## config.mk

```make
export PLATFORM = sky130hd
export DESIGN_NAME = lz77_stream_decoder
export DESIGN_NICKNAME = d
export VERILOG_FILES = /design/src/rtl/lz77_stream_decoder.sv
export SDC_FILE = /design/constraint.sdc
export NUM_CORES = 1
export LEC_CHECK = 0
export ABC_AREA = 1
export CAP_MARGIN = 20
export CORE_AREA = 2 2 186 188
export DETAILED_ROUTE_END_ITERATION = 8
export DIE_AREA = 0 0 188 190
export PLACE_DENSITY_LB_ADDON = 0.1
export SYNTH_ARGS = -nofsm -noshare
export SYNTH_HDL_FRONTEND = slang
export SYNTH_SLANG_ARGS = --single-unit
export TNS_END_PERCENT = 30
```

## constraint.sdc

```tcl
create_clock -name clk -period 2.5 [get_ports clk]
set_input_delay 0.375 -clock clk [delete_from_list [all_inputs] [get_ports clk]]
set_output_delay 0.375 -clock clk [all_outputs]
set_load 0.01 [all_outputs]
```

## src/rtl/lz77_stream_decoder.sv

```systemverilog
// lz77_stream_decoder: LZ77 token stream to symbol stream decoder with a shift-register history.
//   clk, reset (async, active-low)
//   in_valid/in_ready/code_pos/code_len/chardata : token input (copy offset, copy length, literal)
//   out_valid/out_ready/out_char                 : decoded symbol output
//   finish (sticky, TERM_CHAR literal delivered), pos_err (sticky, out-of-range copy offset)
//   char_count                                   : symbols delivered since reset, saturating
module lz77_stream_decoder #(
   parameter int DEPTH = 30,
   parameter int CHAR_W = 8,
   parameter int POS_W = 5,
   parameter int LEN_W = 5,
   parameter logic [CHAR_W-1:0] TERM_CHAR = 8'h24,
   parameter int CNT_W = 16
) (
   input  logic              clk,
   input  logic              reset,
   input  logic              in_valid,
   output logic              in_ready,
   input  logic [POS_W-1:0]  code_pos,
   input  logic [LEN_W-1:0]  code_len,
   input  logic [CHAR_W-1:0] chardata,
   output logic              out_valid,
   input  logic              out_ready,
   output logic [CHAR_W-1:0] out_char,
   output logic              finish,
   output logic              pos_err,
   output logic [CNT_W-1:0]  char_count
);
   typedef enum logic [1:0] {IDLE, COPY, LIT, DONE} state_t;
   state_t state;
   logic [CHAR_W-1:0] hist [DEPTH];
   logic [POS_W-1:0] pos_q;
   logic [LEN_W-1:0] rem_q;
   logic [CHAR_W-1:0] chr_q;
   logic bad_pos, fire;
   // in_ready is gated by reset so it reads 0 while reset is held low
   assign in_ready = reset && state == IDLE;
   assign out_valid = state == COPY || state == LIT;
   // copies read the live history, so overlapping copies see symbols just emitted
   assign out_char = state == COPY ? hist[pos_q] : chr_q;
   assign fire = out_valid && out_ready;
   assign bad_pos = code_len != '0 && 32'(code_pos) >= DEPTH;
   always_ff @(posedge clk or negedge reset)
      if (!reset) begin
         state <= IDLE;
         for (int i = 0; i < DEPTH; i++) hist[i] <= '0;
         pos_q <= '0;
         rem_q <= '0;
         chr_q <= '0;
         finish <= 1'b0;
         pos_err <= 1'b0;
         char_count <= '0;
      end else begin
         if (fire) begin
            hist[0] <= out_char;
            for (int i = 1; i < DEPTH; i++) hist[i] <= hist[i-1];
            if (char_count != '1) char_count <= char_count + CNT_W'(1);
         end
         case (state)
            IDLE:
               if (in_valid) begin
                  pos_q <= code_pos;
                  chr_q <= chardata;
                  rem_q <= bad_pos ? '0 : code_len;
                  pos_err <= pos_err | bad_pos;
                  state <= (code_len != '0 && !bad_pos) ? COPY : LIT;
               end
            COPY:
               if (out_ready) begin
                  rem_q <= rem_q - LEN_W'(1);
                  if (rem_q == LEN_W'(1)) state <= LIT;
               end
            LIT:
               if (out_ready) begin
                  if (chr_q == TERM_CHAR) finish <= 1'b1;
                  state <= chr_q == TERM_CHAR ? DONE : IDLE;
               end
            default: state <= DONE;
         endcase
      end
endmodule

```

== After elaboration in Yosys (flattened, before gate mapping) ==
Index checks and enable logic that the tools add are counted.
Storage, ports and cells
  flip-flop bits (word level): 278
  bits of input ports: 22
  output and inout port bits: 28
  word-level logic and storage cells: 81
Cells by class
  $add $sub $neg: 2
  order comparisons: 2
  eq/ne operators: 9
  mux-type cells: 15
  bitwise operators: 2
  reductions and logical operators: 14
Operators with widths (number)
  8-bit binary-select mux with 5-bit select: 1
  8-bit two-way mux: 3
  16-bit by 1-bit adder with 16-bit output (second input constant): 1
  16-bit inequality test (second input constant): 1
  5-bit two-way mux: 3
  2-bit two-way mux: 6
  5-bit one-hot mux with 2 select lines: 1
  8-bit by 6-bit equality test with 1-bit output (second input constant): 1
  6-bit greater-or-equal comparator (second input constant): 1
  2-bit inequality test (second input constant): 3
  5-bit inverter with 6-bit output: 1
  2-bit one-hot mux with 3 select lines: 1
  3-bit AND reduction: 2
  5-bit by 1-bit equality test with 1-bit output (second input constant): 1
  5-bit greater-or-equal comparator (second input constant): 1
  5-bit nonzero test: 1
  5-bit by 1-bit subtractor with 5-bit output (second input constant): 1
  1-bit logical AND: 4
  2-bit AND reduction: 2
  4-bit AND reduction: 1
  2-bit by 1-bit equality test with 1-bit output (second input constant): 1
  2-bit equality test (second input constant): 1
  2-bit logical NOT: 1
  2-bit by 1-bit inequality test with 1-bit output (second input constant): 1
  4 further kinds: 4

== Logic depth before layout (Yosys ltp) ==
  depth in word-level cells: 7
  depth in mapped cells: 13
  gate-level depth less buffers: 11

== Worst setup path before layout ==
Ideal clock, no wire load.
  path kind: register -> output
  start: register state[1]
  end: output out_char[5]
  arrival: 1.519 ns
  required time: 2.125 ns
  setup slack: 0.606 ns
  stages on the path, launching flop included: 7
  buffers on the path: 2
  path through: dfrtp_1 -> inv_1 -> ha_1 -> clkbuf_1 -> clkbuf_1 -> nor2_1 -> a31oi_1
Between the ends
  word-level cells in the longest chain between the ends: 2
RTL lines
  from (decl): line 30  | state_t state;
  from (signal assigned): line 66  | state <= (code_len != '0 && !bad_pos) ? COPY : LIT;
  from (signal assigned): line 76  | state <= chr_q == TERM_CHAR ? DONE : IDLE;
  2-bit by 1-bit equality test with 1-bit output: line 40  | assign out_char = state == COPY ? hist[pos_q] : chr_q;
  8-bit two-way mux: line 40
  to (decl): line 24  | output logic [CHAR_W-1:0] out_char,
No other way between the ends.

== Worst setup path in the final report ==
  start: register pos_q[0]
  end: output out_char[3]
Between the ends
  word-level cells in the longest chain between the ends: 5
RTL lines
  from (decl): line 32  | logic [POS_W-1:0] pos_q;
  from (signal assigned): line 62  | pos_q <= code_pos;
  5-bit inverter with 6-bit output (not written as such): line 40
  8-bit binary-select mux with 5-bit select: line 40
  8-bit two-way mux (not written as such) (2 in a row): line 40
  8-bit two-way mux: line 40
No other way between the ends. The select of a mux whose other input is x is not followed.

==> results.json <==
{
  "post_dp_cell_area_mm2": 0.0147,
  "grt_pass1_vias": 11100,
  "cp_common_cell": "nand2_2",
  "grt_start_max_net_pins": 137,
  "power_density_mw_per_mm2": 1360,
  "grt_overflow_total": 0,
  "drive_gt1_share_pct": 13.5,
  "io_pins": 50,
  "hp-start": "chardata[0]",
  "htree_levels": 2,
  "setup_slack_ps": -205,
  "synth_nets": 1763,
  "drc": 0,
  "r2r-start": "pos_q[0]",
  "finalCritPeriodShare_pct": 108,
  "yosysTopAreaCell": "dfrtp_1",
  "hp-class": "primary input to flip-flop",
  "tritoncts": "built",
  "yosysTopAreaCellShare_pct": 52.1,
  "max_freq_ghz": 0.370,
  "ys_warn_count": 0,
  "path_cells": "buf_12, buf_16, nand2_2, nand3_2, nand2_2, nand2_2, nand2_2, nand3_4, a31oi_1, buf_4, buf_6",
  "antenna_left": 0,
  "die_w_um": 188,
  "crit_type": "flip-flop to primary output",
  "setup_violations": 9,
  "final_cell_mix": "nand2_1, dfrtp_1, o21ai_0, inv_1, nand3_1",
  "ys_seq_elements": 278,
  "synthDistinctLibCells": 36,
  "crit_family": "buffers and inverters",
  "drtIter0Drc": 812,
  "peakVddDrop_mv": 0.618,
  "ys_top_cells_by_area": "dfrtp_1, nand2_1, o21ai_0",
  "initial_core_util_pct": 39.4,
  "cp-end-kind": "primary output",
  "period_needed_ps": 2700,
  "synth-seq-area-share_pct": 52.1,
  "grt_pass1_wl_um": 59900,
  "cts_root_buf": "clkbuf_16",
  "avgSynthCellArea_um2": 7.71,
  "final_common_cell": "nand2_1",
  "gp_congestion": 0.840,
  "slew_headroom_pct": 43.2,
  "violations": "setup timing",
  "antenna_cells": 0,
  "outcome": "finished with violations",
  "finClkSkew_ps": 28.5,
  "core_mm2": 0.0339,
  "finalNetCount": 1844,
  "final_cell_area_mm2": 0.0167,
  "avgViaCountPerCell": 4.92,
  "stdcell_count": 2291,
  "portBuffers": 49,
  "slew_violations": 0,
  "crit_arrival_ps": 2330,
  "slowest_delay_ps": 550,
  "place_ws_ps": -264,
  "clk_latency_ps": 510,
  "dieArea_mm2": 0.0357,
  "clkSlewWorstSetupHoldPaths_ps": 60,
  "wl_um": 36200,
  "place_inst": 2205,
  "critical_path.max_fanout": 8,
  "hpwl_um": 22400,
  "path_buf_inv": 4,
  "grt_util_all_layers_pct": 20.7,
  "wire_per_inst_um": 15.8,
  "syn_inst": 1734,
  "p_leak_uw": 0.00766,
  "cts_buffer_depth": 3,
  "crit_required_ps": 2120,
  "fin_hold_ws_ps": 464,
  "cts.sinks": 278,
  "fin_util_pct": 49.3,
  "slowest_stage": "dfrtp_4",
  "worstMarginPinSlew_ps": 852,
  "dr_total_vias": 11300,
  "first_pass_iters": 5,
  "antenna_found_initial": 0,
  "rsz0062_at_grt": "true",
  "numCtsBuffers": 35,
  "cap_violations": 0,
  "area_delta_synth_final_pct": 25.2,
  "crit_start": "pos_q[0]",
  "rows": 68,
  "die_h_um": 190,
  "cp-start-kind": "flip-flop",
  "hold_viol_final": 0,
  "syn_area_mm2": 0.0134
}
[path summary, 6_finish.rpt]
check                                    to  slack, ps  depth (start not counted)
worst min-delay path               chr_q[0]        460                          3
worst max register to register    hist[235]       -160                         20
max in group asynchronous          hist[55]       1180                          3
min in group asynchronous          chr_q[1]        590                          3
worst min register to register    hist[233]        480                          2
worst max-delay path            out_char[3]       -200                         11
[report_power, final]
group	leakage [uW]	internal (uW)	switching (uW)
sequential	0.00368	6200	1130
combinational	0.00345	4290	6430
clock	0.000530	2860	1860
total	0.00766	13300	9420
[synthesized netlist by cell type, drive strengths merged]
| library cell | n |
|---|---|
| a211oi | 1 |
| a21o | 1 |
| a21oi | 36 |
| a22oi | 1 |
| a2bb2oi | 1 |
| a31oi | 12 |
| buf | 54 |
| clkbuf | 48 |
| clkinv | 4 |
| dfrtp | 278 |
| ha | 7 |
| inv | 201 |
| mux2 | 4 |
| nand2 | 576 |
| nand3 | 160 |
| nand4 | 5 |
| nor2 | 45 |
| nor3 | 12 |
| nor4 | 2 |
| o211ai | 1 |
| o21a | 1 |
| o21ai | 267 |
| o21bai | 1 |
| o22ai | 1 |
| or2 | 1 |
| xnor2 | 6 |
| xor2 | 8 |
[layout make-up]
type                    instances  area, um^2
clock buffers                  54        1050
clock inverters                 4        23.8
fillers                      3298       17200
inverters                     205         787
multi-input cells            1149        5600
flip-flops and latches        278        6960
well taps                     455         569
repair buffers                146        1730
[what timing repair did]
| item | in CTS | in global routing |
|---|---|---|
| cloned | 8 | 4 |
| endpoints found under the hold margin | 11 | 0 |
| resized for setup | 107 | 57 |
| buffers inserted | 17 | 3 |
| pin swaps | 24 | 30 |
| endpoints found under the setup margin | 8 | 13 |
| hold buffers | 1 | 0 |
[kinds of logic (layout without fill, tap and decap cells)]
kind of cell	Yosys count	count (layout)	synth area share (%)
AOI/OAI and AO/OA	323	323	12.4
xor gates and xnor gates	14	14	0.974
adders and majority gates	7	7	0.655
buffers and inverters	307	409	9.09
DFF	278	278	52.1
muxes	4	4	0.337
and+or+nand+nor	801	801	24.4
[routing by layer]
| metal | routed length (um) | up-vias | part of all wire [%] | GRT usage [%] |
|---|---|---|---|---|
| li1 | - | 5683 | - | - |
| met1 | 17400 | 5378 | 48 | 28.9 |
| met2 | 16900 | 143 | 47 | 33.5 |
| met3 | 989 | 58 | 2.7 | 2.77 |
| met4 | 855 | 0 | 2.4 | 6.66 |
| met5 | 0 | - | 0 | 0 |
[sequential cells by signal (all words and copies together) (netlist names)]
signal / flops
hist: 240
char_count: 16
chr_q: 8
pos_q: 5
rem_q: 5
state: 2
finish: 1
pos_err: 1
[worst register-to-register path, stage by stage (launching register included)]
cell	delay (ps)
dfrtp_4	510
buf_12	200
buf_12	130
buf_16	110
nand2_2	50
a21oi_2	120
nor2_1	50
nand2_1	70
nand3_2	90
buf_6	130
buf_4	110
buf_4	120
buf_4	120
buf_4	120
buf_4	120
buf_4	120
buf_4	120
buf_4	120
nand3_1	60
nand3_1	70
nand2_1	80
[through the flow]
step           setup TNS (ps)  total power [uW]
2_1_floorplan               0             12900
3_3_place_gp             -752             16500
3_5_place_dp             -960             16600
4_1_cts                 -1560             22500
5_1_grt                 -2320             24600
6_report                -1310             22800
No activity file was read; power rests on OpenSTA's default activity.
